**config.mk**
```make
export PLATFORM = sky130hd
export DESIGN_NAME = fir_readout_sequencer
export DESIGN_NICKNAME = d
export VERILOG_FILES = /design/src/rtl/fir_readout_sequencer.sv
export SDC_FILE = /design/constraint.sdc
export NUM_CORES = 1
export LEC_CHECK = 0
export CAP_MARGIN = 20
export CORE_ASPECT_RATIO = 1.25
export CORE_MARGIN = 2
export CORE_UTILIZATION = 45
export CTS_CLUSTER_SIZE = 14
export DETAILED_ROUTE_END_ITERATION = 8
export DONT_BUFFER_PORTS = 1
export SETUP_SLACK_MARGIN = 0.1
export SLEW_MARGIN = 20
export SYNTH_ARGS = -nofsm -noshare
export SYNTH_HDL_FRONTEND = slang
export SYNTH_SLANG_ARGS = --single-unit
```
**constraint.sdc**
```tcl
create_clock -name clk -period 2.48 [get_ports clk]
set_input_delay 0.124 -clock clk [delete_from_list [all_inputs] [get_ports clk]]
set_output_delay 0.124 -clock clk [all_outputs]
set_load 0.01 [all_outputs]
```
**src/rtl/fir_readout_sequencer.sv**
```systemverilog
// Readout engine for the RNS FIR result register file: waits for done, walks
// every channel/word, streams each word on valid/ready and keeps a running checksum.
module fir_readout_sequencer #(
  parameter int          ADDR_W         = 32,
  parameter int          DATA_W         = 32,
  parameter int          DEPTH          = 16,
  parameter int          NUM_CH         = 1,
  parameter int          CH_STRIDE      = 16,
  parameter int unsigned BASE_ADDR      = 0,
  parameter int          TIMEOUT_CYCLES = 1000
) (
  input  logic                     clk,
  input  logic                     reset,
  input  logic                     start,
  input  logic                     done,
  output logic [ADDR_W-1:0]        regAddr,
  input  logic [DATA_W-1:0]        regData,
  output logic                     out_valid,
  input  logic                     out_ready,
  output logic [DATA_W-1:0]        out_data,
  output logic [$clog2(NUM_CH):0]  out_ch,
  output logic [$clog2(DEPTH):0]   out_idx,
  output logic [DATA_W-1:0]        checksum,
  output logic                     busy,
  output logic                     finished,
  output logic                     timeout
);
  localparam int CH_W  = $clog2(NUM_CH) + 1;
  localparam int IDX_W = $clog2(DEPTH) + 1;

  typedef enum logic [2:0] {
    S_IDLE, S_WAIT, S_READ, S_CAPTURE, S_PUSH, S_FINISH, S_TIMEOUT
  } state_t;

  state_t           state;
  logic [CH_W-1:0]  ch;
  logic [IDX_W-1:0] idx;
  logic [31:0]      wait_cnt;
  logic             last_idx, last_ch;

  assign last_idx = (idx == IDX_W'(DEPTH - 1));
  assign last_ch  = (ch == CH_W'(NUM_CH - 1));

  function automatic logic [ADDR_W-1:0] addr_of(input logic [CH_W-1:0] c,
                                                input logic [IDX_W-1:0] i);
    return ADDR_W'(BASE_ADDR) + ADDR_W'(c) * ADDR_W'(CH_STRIDE) + ADDR_W'(i);
  endfunction

  always_ff @(posedge clk) begin
    if (reset) begin
      state     <= S_IDLE;
      regAddr   <= ADDR_W'(BASE_ADDR);
      out_valid <= 1'b0;
      out_data  <= '0;
      out_ch    <= '0;
      out_idx   <= '0;
      checksum  <= '0;
      busy      <= 1'b0;
      finished  <= 1'b0;
      timeout   <= 1'b0;
      ch        <= '0;
      idx       <= '0;
      wait_cnt  <= '0;
    end else begin
      case (state)
        S_IDLE, S_FINISH, S_TIMEOUT: begin
          if (start) begin
            state    <= S_WAIT;
            finished <= 1'b0;
            timeout  <= 1'b0;
            checksum <= '0;
            ch       <= '0;
            idx      <= '0;
            wait_cnt <= '0;
            busy     <= 1'b1;
          end
        end
        S_WAIT: begin
          // done wins over a watchdog expiry landing on the same cycle
          if (done) begin
            state   <= S_READ;
            regAddr <= addr_of(ch, idx);
          end else if (TIMEOUT_CYCLES != 0 && wait_cnt == 32'(TIMEOUT_CYCLES)) begin
            state   <= S_TIMEOUT;
            timeout <= 1'b1;
            busy    <= 1'b0;
          end else begin
            wait_cnt <= wait_cnt + 32'd1;
          end
        end
        S_READ: state <= S_CAPTURE;
        S_CAPTURE: begin
          out_data  <= regData;
          out_ch    <= ch;
          out_idx   <= idx;
          out_valid <= 1'b1;
          state     <= S_PUSH;
        end
        S_PUSH: begin
          if (out_ready) begin
            checksum  <= checksum + out_data;
            out_valid <= 1'b0;
            if (!last_idx) begin
              idx     <= idx + 1'b1;
              regAddr <= addr_of(ch, idx + 1'b1);
              state   <= S_READ;
            end else if (!last_ch) begin
              idx     <= '0;
              ch      <= ch + 1'b1;
              regAddr <= addr_of(ch + 1'b1, '0);
              state   <= S_READ;
            end else begin
              state    <= S_FINISH;
              finished <= 1'b1;
              busy     <= 1'b0;
            end
          end
        end
        default: state <= S_IDLE;
      endcase
    end
  end
endmodule
```
## Yosys cells after proc, flatten, opt, wreduce, memory -nomap -nowiden

Index checks and enable logic that the tools add are counted.

| storage, ports and cells | value |
|---|---|
| input port bits | 37 |
| bits in registers | 147 |
| logic and storage cells | 98 |

| cells by class | value |
|---|---|
| equality and inequality tests | 18 |
| reduce and logical (&&, ||, !) cells | 17 |
| add/subtract/negate cells | 6 |
| multiplexer cells | 44 |

Operator list:

| operator | count |
|---|---|
| $mux W32 | 8 |
| $pmux W32 S2 | 3 |
| $add A32 B1 Y32 const B | 1 |
| $add A32 B32 Y32 | 1 |
| $eq A32 B10 Y1 const B | 1 |
| $mux W5 | 4 |
| $reduce_and A4 Y1 | 5 |
| $mux W3 | 6 |
| $mux W1 | 16 |
| $ne A2 B2 Y1 const B | 8 |
| $pmux W3 S5 | 1 |
| $add A5 B5 Y6 | 2 |
| $pmux W5 S2 | 1 |
| $eq A3 B3 Y1 const B | 3 |
| $pmux W1 S2 | 4 |
| $reduce_bool A2 Y1 | 4 |
| $reduce_and A7 Y1 | 1 |
| $eq A3 B2 Y1 const B | 2 |
| $ne A3 B3 Y1 const B | 2 |
| $reduce_and A3 Y1 | 2 |
| $add A5 B1 Y5 const B | 1 |
| $eq A5 B4 Y1 const B | 1 |
| $reduce_and A5 Y1 | 1 |
| $eq A3 B1 Y1 const B | 1 |
| other kinds (6) | 6 |

## Depth between registers and ports, before layout

Gate-level depths: netlist (run 1).

| logic depth | value |
|---|---|
| word-level depth | 5 |
| gate-level depth with buffers | 11 |
| gate-level depth less buffers | 11 |

## Least setup slack after synthesis (run 1)

OpenSTA, ideal clock, no wires.

| timing | value |
|---|---|
| kind | register -> register |
| start point | register out_data[0] |
| end point | register checksum[30] |
| arrival | 2572 ps |
| slack | -209 ps |
| setup time | 117 ps |
| buffers on the path | 0 |
| data required time | 2363 ps |
| stages on the path, launching flop included | 12 |
| period minus slack after synthesis | 2689 ps |
| path through | dfxtp_1 -> ha_1 -> inv_1 -> fa_1 -> nor2b_4 -> o31a_1 -> o41a_1 -> o41ai_4 -> o31a_4 -> o2111ai_1 -> xor2_1 -> a22o_1 |

| between the ends | value |
|---|---|
| word-level cells in the longest chain between the ends | 3 |

Ends and longest elaborated chain:

| element | RTL line | RTL |
|---|---|---|
| from (decl) | 20 | `output logic [DATA_W-1:0] out_data,` |
| from (signal assigned) | 93 | `out_data <= regData;` |
| $add A32 B32 Y32 | 101 | `checksum <= checksum + out_data;` |
| $mux W32 | 100 | `if (out_ready) begin` |
| $pmux W32 S2 | 65 | `case (state)` |
| to (signal assigned) | 101 |  |
| to (decl) | 23 | `output logic [DATA_W-1:0] checksum,` |

Every way passes these cells. The select of a mux whose other input is x is not followed.
A chain may end at the register's enable or synchronous reset.

## Worst setup path after layout (run 1)

| timing | value |
|---|---|
| start point | register checksum[0] |
| end point | register checksum[30] |

| between the ends | value |
|---|---|
| word-level cells in the longest chain between the ends | 3 |

Ends and longest elaborated chain:

| element | RTL line |
|---|---|
| $add A32 B32 Y32 | 101 |
| $mux W32 | 100 |
| $pmux W32 S2 | 65 |

Every way passes these cells. The select of a mux whose other input is x is not followed.

==> results of run 1 <==
metal layers:
metal  wire [um]  up-vias  global-route usage (%)  part of all wire, %
met5           0        -                       0                    0
met4         539        0                    9.95                  3.0
met3         835       34                    6.58                  4.7
met2        9320      158                    41.5                   52
met1        7190     2916                    24.6                   40
li1            -     3084                       -                    -
report_power, final:
part	internal, mW	leakage [nW]	switching, mW	total (mW)
registers	2.01	0.959	0.145	2.16
clock network	1.47	0.270	0.825	2.29
logic	0.485	2.29	0.784	1.27
total	3.96	3.52	1.75	5.72
cells by family after synthesis:
family                   after synthesis
AND/OR/NAND/NOR                      317
XOR/XNOR                              54
other                                  1
AO/OA/AOI/OAI                        209
buffers and inverters                 86
flip-flops                           118
multiplexers                           5
adder cells (fa/ha/maj)               37
cells in the final DEF (no fill, tap or decap), types with 6 or more instances in the layout:
cell type / netlist / routed
a211oi_1: 7 / 7
a21o_1: 18 / 18
a21oi_1: 97 / 93
a22o_1: 11 / 11
a22oi_1: 6 / 6
a31oi_1: 8 / 7
and3_1: 12 / 11
buf_4: 28 / 92
clkbuf_16: 0 / 17
conb_1: 1 / 28
dfxtp_1: 118 / 105
dfxtp_2: 0 / 13
dlygate4sd3_1: 0 / 36
ha_1: 36 / 27
ha_4: 0 / 8
inv_1: 18 / 15
nand2_1: 128 / 126
nand2b_1: 7 / 7
nand3_1: 36 / 36
nand4_1: 11 / 11
nor2_1: 76 / 74
nor3_1: 7 / 6
nor4_1: 7 / 7
o21ai_0: 21 / 18
xnor2_1: 27 / 26
xor2_1: 27 / 27
timing repair:
item                                    4_1_cts  5_1_grt
endpoints found under the hold margin        74        1
hold buffers                                 36        1
pin swaps                                    11       17
gates resized for setup                      19       36
endpoints found under the setup margin       39       55
setup buffers                                 1       12
layout make-up:
| type | instances | area (um^2) |
|---|---|---|
| well taps | 178 | 223 |
| repair buffers | 132 | 1110 |
| multi-input cells | 650 | 4210 |
| clock buffers | 26 | 499 |
| fillers | 1256 | 5870 |
| clock inverters | 4 | 45.0 |
| inverters | 18 | 67.6 |
| flip-flops and latches | 118 | 2380 |
final timing paths:
path	cells past startpoint	endpoint	from	slack, ns
hold / removal	3	state[2]	out_ready	0.04
setup / recovery	11	checksum[30]	checksum[0]	-0.06
setup reg to reg	11	checksum[30]	checksum[0]	-0.06
hold reg to reg	2	idx[1]	idx[1]	0.51
sequential cells by signal, indices dropped and copies added (netlist names), 3 cells and up:
signal,count
idx,5
wait_cnt,32
out_data,32
checksum,32
regAddr,5
state,3
out_idx,5
per-stage QoR:
stage	hold WS (ns)	setup slack (ns)	instances	total power [mW]
2_1_floorplan	0.252	-0.168	854	2.99
3_3_place_gp	0.200	-0.145	1047	3.28
3_5_place_dp	0.201	-0.144	1047	3.32
4_1_cts	0.000963	-0.0846	1114	5.71
5_1_grt	0.0479	-0.170	1126	6.01
6_report	0.0427	-0.0577	1126	5.72
worst min-delay path, delay by kind of cell:
family / cells / cell delay [ns]
buffers and inverters: 1 / 0.03
AO/OA/AOI/OAI: 2 / 0.25
synthesized netlist by cell type, types with 4 or more instances:
library cell  count
o21ai_0          21
a21o_1           18
nand4_1          11
a31oi_1           8
mux2i_1           5
a21oi_1          97
o21a_1            5
and3_1           12
a211oi_1          7
xor2_1           27
clkbuf_1         37
nand2b_1          7
nor2_1           76
nand4b_1          4
dfxtp_1         118
inv_1            18
a22oi_1           6
nand3_1          36
nand2_1         128
ha_1             36
buf_4            28
xnor2_1          27
nor4_1            7
a22o_1           11
and4_1            6
nor3_1            7
==> metrics.md, run 1 <==
| Metric | Value |
|---|---|
| Outcome | finished, violations left |
| Failing checks | setup timing |
| Fraction of layout cells with a size suffix above 1 | 19.9% |
| Tcrit/Tclk final | 102% |
| Setup TNS | -0.0613 ns |
| Synth Area in XOR/XNOR | 7.16% |
| Slowest cell on the critical path | o41a_1 |
| WL final | 17900 um |
| Mux contribution to synthesized area | 0.757% |
| Total die area | 15700 um^2 |
| TritonCTS clock tree | yes |
| Rel. slew slack | 51.1% |
| Complex-gate fraction of the synthesized area | 20.4% |
| CP required | 2.79 ns |
| Worst skew pair latency | 0.42 ns |
| Worst-path cell chain | ha_4 > inv_2 > fa_2 > nor2b_4 > o31a_1 > o41a_1 > o41ai_4 > o31a_4 > o2111ai_2 > xor2_1 > a22o_1 |
| Final #Nets | 1011 |
| Overall global routing resource usage | 22.9% |
| CP Launch Type | flop |
| Clk_skew | 0.00845 ns |
| Async SR Flop Fraction | 0% |
| Slew Limit Fails | 0 |
| CP Capture Type | flop |
| Max IR drop VDD | 0.000643 V |
| CP max FO | 4 |
| ANT nets after route | 0 |
| Synth Instances | 827 |
| Vias in the first global route | 6112 |
| Post-route DRC | 0 |
| Initial Util | 45.9% |
| CTS H-tree lvls | 4 |
| Post-DP Area | 7250 um^2 |
| Die Height | 140 um |
| WS Path Type | flop to flop |
| Synth area leader | dfxtp_1 |
| Final hold vios | 0 |
| Die Width | 112 um |
| Fin util | 59.3% |
| Buffers on Ports | 0 |
| RSZ-0062 raised after global routing | yes |
| Maxcap violations | 0 |
| Design Area, Final | 8540 um^2 |
| CP peak stage delay | 0.40 ns |
| Io pins | 143 |
| Vias per cell | 5.50 |
| First-pass GRT wire length | 29300 um |
| Largest net degree at the start of global routing | 80 |
| Leakage | 3.52 nW |
| Power density cells | 670 nW/um^2 |
| Sequential share of the synthesized area | 35.7% |
| Routability cong. | 0.869 |
| Post-synth EDFFs | 0 |
| Arrival @ worst endpoint | 2.85 ns |
| Min cycle time layout | 2.54 ns |
| Critical path's top delay family | compound AO/OA/AOI/OAI gates |
| Main synth FF type | dfxtp_1 |
| Synthesized area per cell | 7.99 um^2 |
| Setup violations, final | 2 |
| Unique masters post-synth | 68 |
| Via count | 6192 |
| Worst Tran Pin Value | 0.733 ns |
| Clock Pin Slew Worst Setup and Hold Paths | 0.05 ns |
| Synthesized area | 6610 um^2 |
| Drt wl/cell | 15.9 um |
| Flops & latches, synth | 118 |
| Site row count | 49 |
| Fin worst setup slack | -0.0577 ns |
| Sink Count | 118 |
| Hold Crit Class | input port to flop |
| Diodes inserted | 0 |
| DPL Wire Length | 12200 um |
| Core box area | 14400 um^2 |
| Yosys warns | 0 |
| Peak Freq | 394 MHz |
| Post-synthesis simple-gate area fraction | 22.3% |
| Drt first-iter violations | 363 |
| Root Buffer | clkbuf_16 |
| First-pass iteration count of the detailed router | 4 |
| Post-Synth Adder-Cell Area | 7.12% |
| Main combinational cell family by area after synthesis | simple AND/OR/NAND/NOR gates |
| Clk buf depth | 2 |
| Yosys top cell area share | 35.7% |
| TritonCTS Buffers | 17 |
| Total grt overflow | 0 |
| WP buf/inv | 1 |
| Area contributors post-synth | dfxtp_1, a21oi_1, nand2_1, ha_1, nor2_1 |
| Area growth from synthesis to layout | 29.2% |
| Antenna violations before repair | 0 |
Power figures use the tool's default switching activity.
==> run 2: changes to the inputs <==
--- a/config.mk
+++ b/config.mk
@@ -5,11 +5,11 @@
 export SDC_FILE = /design/constraint.sdc
 export NUM_CORES = 1
 export LEC_CHECK = 0
+export ABC_AREA = 1
 export CAP_MARGIN = 20
 export CORE_ASPECT_RATIO = 1.25
 export CORE_MARGIN = 2
 export CORE_UTILIZATION = 45
-export CTS_CLUSTER_SIZE = 14
 export DETAILED_ROUTE_END_ITERATION = 8
 export DONT_BUFFER_PORTS = 1
 export SETUP_SLACK_MARGIN = 0.1
==> run 2 against run 1 <==
Against the previous run: the run now ends clean; clock skew decreased by 0.00098 ns; setup slack improved by 0.40 ns; sequential power increased by 12%; register-to-register slack improved by 0.40 ns; combinational power increased by 52%; critical path type unchanged; largest cell class unchanged; largest power group unchanged.
==> metrics.md, run 2 <==
| Metric | Value |
|---|---|
| Synth Area in XOR/XNOR | 2.30% |
| CP peak stage delay | 0.38 ns |
| Max IR drop VDD | 0.000497 V |
| Commonest non-fill, non-tap cell in the layout | nand2_1 |
| Largest net degree at the start of global routing | 66 |
| Yosys top cell area share | 29.5% |
| Main combinational cell family by area after synthesis | simple AND/OR/NAND/NOR gates |
| Count leader, synth | nand2_1 |
| Clk buf depth | 2 |
| Top cell by count, worst path | nand2_1 |
| Flops & latches, synth | 118 |
| Synth Instances | 1330 |
| CP required | 2.78 ns |
| Maxcap violations | 0 |
| Post-synthesis simple-gate area fraction | 38.2% |
| Setup Buffers After CTS | 0 |
| Final cell count without fillers | 1608 |
| Unique masters post-synth | 39 |
| Post-route DRC | 0 |
| Largest regs | checksum x32, out_data x32, wait_cnt x32 |
| Die Height | 153 um |
| Site row count | 54 |
| Total grt overflow | 0 |
| Diodes inserted | 0 |
| Commonest cells post-synth | nand2_1, nor2_1, inv_1, dfxtp_1, a21oi_1 |
| TritonCTS clock tree | yes |
| Post-synth EDFFs | 0 |
| Clock Pin Slew Worst Setup and Hold Paths | 0.06 ns |
| Slowest cell on the critical path | ha_1 |
| Vias in the first global route | 7792 |
| Clk_skew | 0.00747 ns |
| Drt wl/cell | 15.7 um |
| Synthesized area per cell | 6.02 um^2 |
| Core box area | 17400 um^2 |
| Complex-gate fraction of the synthesized area | 10.9% |
| Fraction of layout cells with a size suffix above 1 | 5.85% |
| Sequential share of the synthesized area | 29.5% |
| CP Capture Type | flop |
| Die Width | 123 um |
| CP max FO | 5 |
| Min cycle time layout | 2.14 ns |
| Setup TNS | 0 ns |
| Slew Limit Fails | 0 |
| Mux contribution to synthesized area | 0% |
| Most frequent cells in the layout | nand2_1, nor2_1, inv_1, dfxtp_1, a21oi_1 |
| CTS H-tree lvls | 4 |
| Routability cong. | 0.941 |
| TritonCTS Buffers | 17 |
| Antenna violations before repair | 0 |
| DPL Wire Length | 19000 um |
| Hold Crit Class | input port to flop |
| Worst Tran Pin Value | 0.602 ns |
| Initial Util | 46.0% |
| RSZ-0062 raised after global routing | no |
| First-pass GRT wire length | 40100 um |
| Area contributors post-synth | dfxtp_1, nand2_1, nor2_1, inv_1, ha_1 |
| Peak Freq | 468 MHz |
| Sink Count | 118 |
| Io pins | 143 |
| Setup violations, final | 0 |
| Worst hold slack | 0.0188 ns |
| Worst-path cell chain | ha_1 > nand2_1 > nor2_2 > nand3_1 > nand2_1 > nand2_1 > nand2_1 > nand2_1 > nand2_1 > nand2_1 > nand3_1 > a21oi_1 |
| Area growth from synthesis to layout | 14.2% |
| First-pass iteration count of the detailed router | 5 |
| Overall global routing resource usage | 27.4% |
| Async SR Flop Fraction | 0% |
| Vias per cell | 5.02 |
| Yosys warns | 0 |
| Arrival @ worst endpoint | 2.44 ns |
| Worst skew pair latency | 0.42 ns |
| Drt first-iter violations | 486 |
| Outcome | finished clean |
| Via count | 8078 |
| WL final | 25200 um |
| Synthesized area | 8010 um^2 |
| Main synth FF type | dfxtp_1 |
| Rel. slew slack | 59.6% |
| Leakage | 4.38 nW |
| Tcrit/Tclk final | 86.1% |
| CP Launch Type | flop |
| Power density cells | 744 nW/um^2 |
| Buffers on Ports | 0 |
| Post-Place Cells | 1542 |
| Final #Nets | 1445 |
| Post-Synth Adder-Cell Area | 5.87% |
| ANT nets after route | 0 |
| Total die area | 18900 um^2 |
| Synth area leader | dfxtp_1 |
| Final hold vios | 0 |
| Root Buffer | clkbuf_16 |
| WS Path Type | flop to flop |
| Fill cell count | 1800 |
[run 2: stage by stage]
stage,total power [mW],instance area [um^2],setup WS [ns],utilization (%)
6_report,6.81,9150,0.344,52.5
5_1_grt,7.18,9150,0.168,52.5
4_1_cts,6.84,9150,0.251,52.5
3_5_place_dp,4.30,8210,0.311,47.1
3_3_place_gp,4.30,8210,0.303,47.1
2_1_floorplan,3.81,8110,0.652,-
[run 2: timing repair]
| action | in CTS | in global routing |
|---|---|---|
| hold buffers | 34 | 0 |
| gates resized for setup | 0 | 1 |
| setup endpoints to repair | 0 | 1 |
| hold endpoints to repair | 97 | 0 |
[run 2: cells by family (layout without fill, tap and decap cells)]
family,count (synthesis),in the layout
AOI/OAI and AO/OA,163,163
other,1,28
and+or+nand+nor,746,746
DFF,118,118
buffers and inverters,244,271
xor gates and xnor gates,21,21
adders and majority gates,37,37
[run 2: final timing paths]
check	startpoint	end	slack (ns)	cells after the start
worst max-delay path	out_data[6]	checksum[23]	0.34	12
worst min-delay path	start	busy	0.02	2
worst max register to register	out_data[6]	checksum[23]	0.34	12
worst min register to register	wait_cnt[13]	wait_cnt[13]	0.50	2
[run 2: final cells by class]
type,count,area [um^2],area share (%)
Timing Repair Buffer,57,543,5.94
Tap cell,224,280,3.06
Multi-Input combinational cell,995,4700,51.4
Clock buffer,23,478,5.22
Sequential cell,118,2360,25.8
Clock inverter,9,100,1.09
Inverter,182,686,7.49
[run 2: worst max-delay path, delay by kind of cell, from the launching register on]
family / cells / cell delay (ns)
and+or+nand+nor: 10 / 1.21
AOI/OAI and AO/OA: 1 / 0.07
adders and majority gates: 1 / 0.38
DFF: 1 / 0.36
[run 2: where the power goes]
part | leakage [nW] | internal [mW] | switching (mW)
registers | 0.955 | 2.12 | 0.289
logic | 3.14 | 0.581 | 1.35
clock network | 0.283 | 1.55 | 0.920
[run 2: per-layer routing]
metal	wire length, um	GRT usage, %	up-vias
met2	12700	47.8	200
met3	1230	6.23	71
li1	-	-	4220
met5	0	0	-
met1	10100	30.8	3587
met4	1200	13.8	0
==> run 3: changes to the inputs <==
--- a/config.mk
+++ b/config.mk
@@ -7,11 +7,14 @@
 export LEC_CHECK = 0
 export ABC_AREA = 1
 export CAP_MARGIN = 20
+export CELL_PAD_IN_SITES_DETAIL_PLACEMENT = 2
+export CELL_PAD_IN_SITES_GLOBAL_PLACEMENT = 2
 export CORE_ASPECT_RATIO = 1.25
 export CORE_MARGIN = 2
-export CORE_UTILIZATION = 45
+export CORE_UTILIZATION = 30
 export DETAILED_ROUTE_END_ITERATION = 8
 export DONT_BUFFER_PORTS = 1
+export PLACE_DENSITY_LB_ADDON = 0.1
 export SETUP_SLACK_MARGIN = 0.1
 export SLEW_MARGIN = 20
 export SYNTH_ARGS = -nofsm -noshare
==> run 3 against run 2 <==
Against the previous run: global-route usage is 3.8 points lower; routed wire length is 27% higher; fmax is 3.5% lower; cell area is 3.1% higher; die area is 48% higher; clock power is 2% lower; setup slack worse by 0.077 ns; critical path type unchanged; largest cell class unchanged.
==> metrics.md, run 3 (same netlist as run 2, synthesis figures left out) <==
| Metric | Value |
|---|---|
| Commonest non-fill, non-tap cell in the layout | nand2_1 |
| Sink Count | 118 |
| Total grt overflow | 0 |
| Peak Freq | 452 MHz |
| Clock power frac | 35.0% |
| Initial Util | 30.6% |
| Final cell count without fillers | 1742 |
| Area growth from synthesis to layout | 17.8% |
| Power Total | 6.92 mW |
| HP Start | out_ready |
| Leakage | 4.46 nW |
| Largest net degree at the start of global routing | 64 |
| Tcrit/Tclk final | 89.2% |
| Combinational power share | 30.1% |
| ANT nets after route | 0 |
| Final #Nets | 1462 |
| Routability cong. | 0.825 |
| Fill cell count | 3287 |
| Vias in the first global route | 9508 |
| Clk buf depth | 2 |
| Met1 Routed Length | 12500 um |
| Hold Crit Class | input port to flop |
| Core box area | 26200 um^2 |
| Worst skew pair latency | 0.44 ns |
| Fraction of layout cells with a size suffix above 1 | 7.35% |
| Register share of total power | 34.9% |
| RSZ-0062 raised after global routing | no |
| Final hold vios | 0 |
| Die Width | 150 um |
| Setup TNS | 0 ns |
| Drt wl/cell | 18.4 um |
| Int Pwr | 4.12 mW |
| R2R Setup Slk | 0.27 ns |
| Io pins | 143 |
| WL final | 32000 um |
| Min cycle time layout | 2.21 ns |
| Root Buffer | clkbuf_16 |
| Clk_skew | 0.0106 ns |
| Hold EP | idx[1] |
| Post-route DRC | 0 |
| Vias per cell | 4.91 |
| Outcome | finished clean |
| Total die area | 28000 um^2 |
| Setup violations, final | 0 |
| Overall global routing resource usage | 23.6% |
| Sw power | 2.80 mW |
| Arrival @ worst endpoint | 2.59 ns |
| Routed wl met2 | 17500 um |
| DPL Wire Length | 24700 um |
| CP Launch Type | flop |
| Power density cells | 734 nW/um^2 |
| Post-Place Cells | 1671 |
| Worst Setup SP | state[0] |
| Largest regs | checksum x32, out_data x32, wait_cnt x32 |
| First-pass iteration count of the detailed router | 4 |
| CTS H-tree lvls | 4 |
| Buffers on Ports | 0 |
| Drt first-iter violations | 222 |
| Maxcap violations | 0 |
| Most frequent cells in the layout | nand2_1, nor2_1, inv_1, dfxtp_1, a21oi_1 |
| WS Path Type | flop to flop |
| Met3 wire len | 984 um |
| Antenna violations before repair | 1 |
| Crit Reg-Reg Startpoint | state[0] |
| Die Height | 187 um |
| Top Metal Used | met4 |
| Clock Pin Slew Worst Setup and Hold Paths | 0.06 ns |
| CP Capture Type | flop |
| Area of the multi-input gates | 4720 um^2 |
| First-pass GRT wire length | 51300 um |
| Max IR drop VDD | 0.000418 V |
| Slew Limit Fails | 0 |
| Sw Ratio | 40.5% |
| Hold Crit Depth | 3 |
| Site row count | 66 |
| CP max FO | 9 |
| Register-to-Register Path Depth | 7 |
| CP required | 2.86 ns |
| Via count | 8553 |
| Register area | 2370 um^2 |
| FF-to-FF End | idx[0] |
| TritonCTS Buffers | 17 |
| TritonCTS clock tree | yes |
-- run 3: layout make-up --
| type | count | share of cell area (%) |
|---|---|---|
| Multi-Input combinational cell | 995 | 50.0 |
| Clock inverter | 14 | 1.37 |
| Inverter | 182 | 7.27 |
| Antenna cell | 1 | 0.0265 |
| Tap cell | 340 | 4.51 |
| Sequential cell | 118 | 25.1 |
| Timing Repair Buffer | 74 | 7.21 |
| Clock buffer | 18 | 4.55 |
-- run 3: how the worst max path moves through the flow --
stage,to,slack [ns],depth (start not counted)
global route,checksum[30],0.11,12
finish,idx[0],0.27,7
detailed placement,checksum[23],0.14,12
global placement,checksum[23],0.15,11
CTS,checksum[23],0.10,12
floorplan,checksum[24],0.65,13
-- run 3: layer usage --
| layer | GRT usage (%) | vias up |
|---|---|---|
| met5 | 0 | - |
| met4 | 9.25 | 0 |
| met3 | 4.45 | 52 |
| met2 | 45.4 | 137 |
| met1 | 24.7 | 4127 |
| li1 | - | 4237 |
-- run 3: per-stage QoR --
| stage | utilization (%) | cell area [um^2] | setup WS [ns] | hold slack [ns] |
|---|---|---|---|---|
| after floorplan | - | 8110 | 0.652 | 0.259 |
| after global placement | 32.3 | 8450 | 0.146 | 0.202 |
| after detailed placement | 32.3 | 8450 | 0.144 | 0.204 |
| after CTS | 35.9 | 9410 | 0.100 | 0.0256 |
| after global routing | 36.0 | 9440 | 0.110 | 0.0497 |
| final | 36.0 | 9440 | 0.268 | 0.0377 |
-- run 3: power by group through the flow --
stage	sequential (mW)	clock, mW	combinational [mW]
floorplan	2.37	0	1.44
global placement	2.45	0	1.98
detailed placement	2.45	0	2.03
CTS	2.41	2.50	2.12
global route	2.45	2.58	2.35
finish	2.41	2.42	2.08
-- run 3: timing repair --
action                                  CTS  global route
endpoints found under the hold margin   100             0
hold buffers                             38             0
gates resized for setup                   0             9
endpoints found under the setup margin    0             7
buffers inserted                          0             0
-- run 3: worst max-delay path, cell delays in order, from the launching register on --
cell	delay [ns]
dfxtp_1	0.45
nand2_1	0.17
a21oi_1	0.27
nor2_2	0.11
nand2_1	0.22
nand2_4	0.14
a211oi_1	0.23
dlygate4sd3_1	0.57
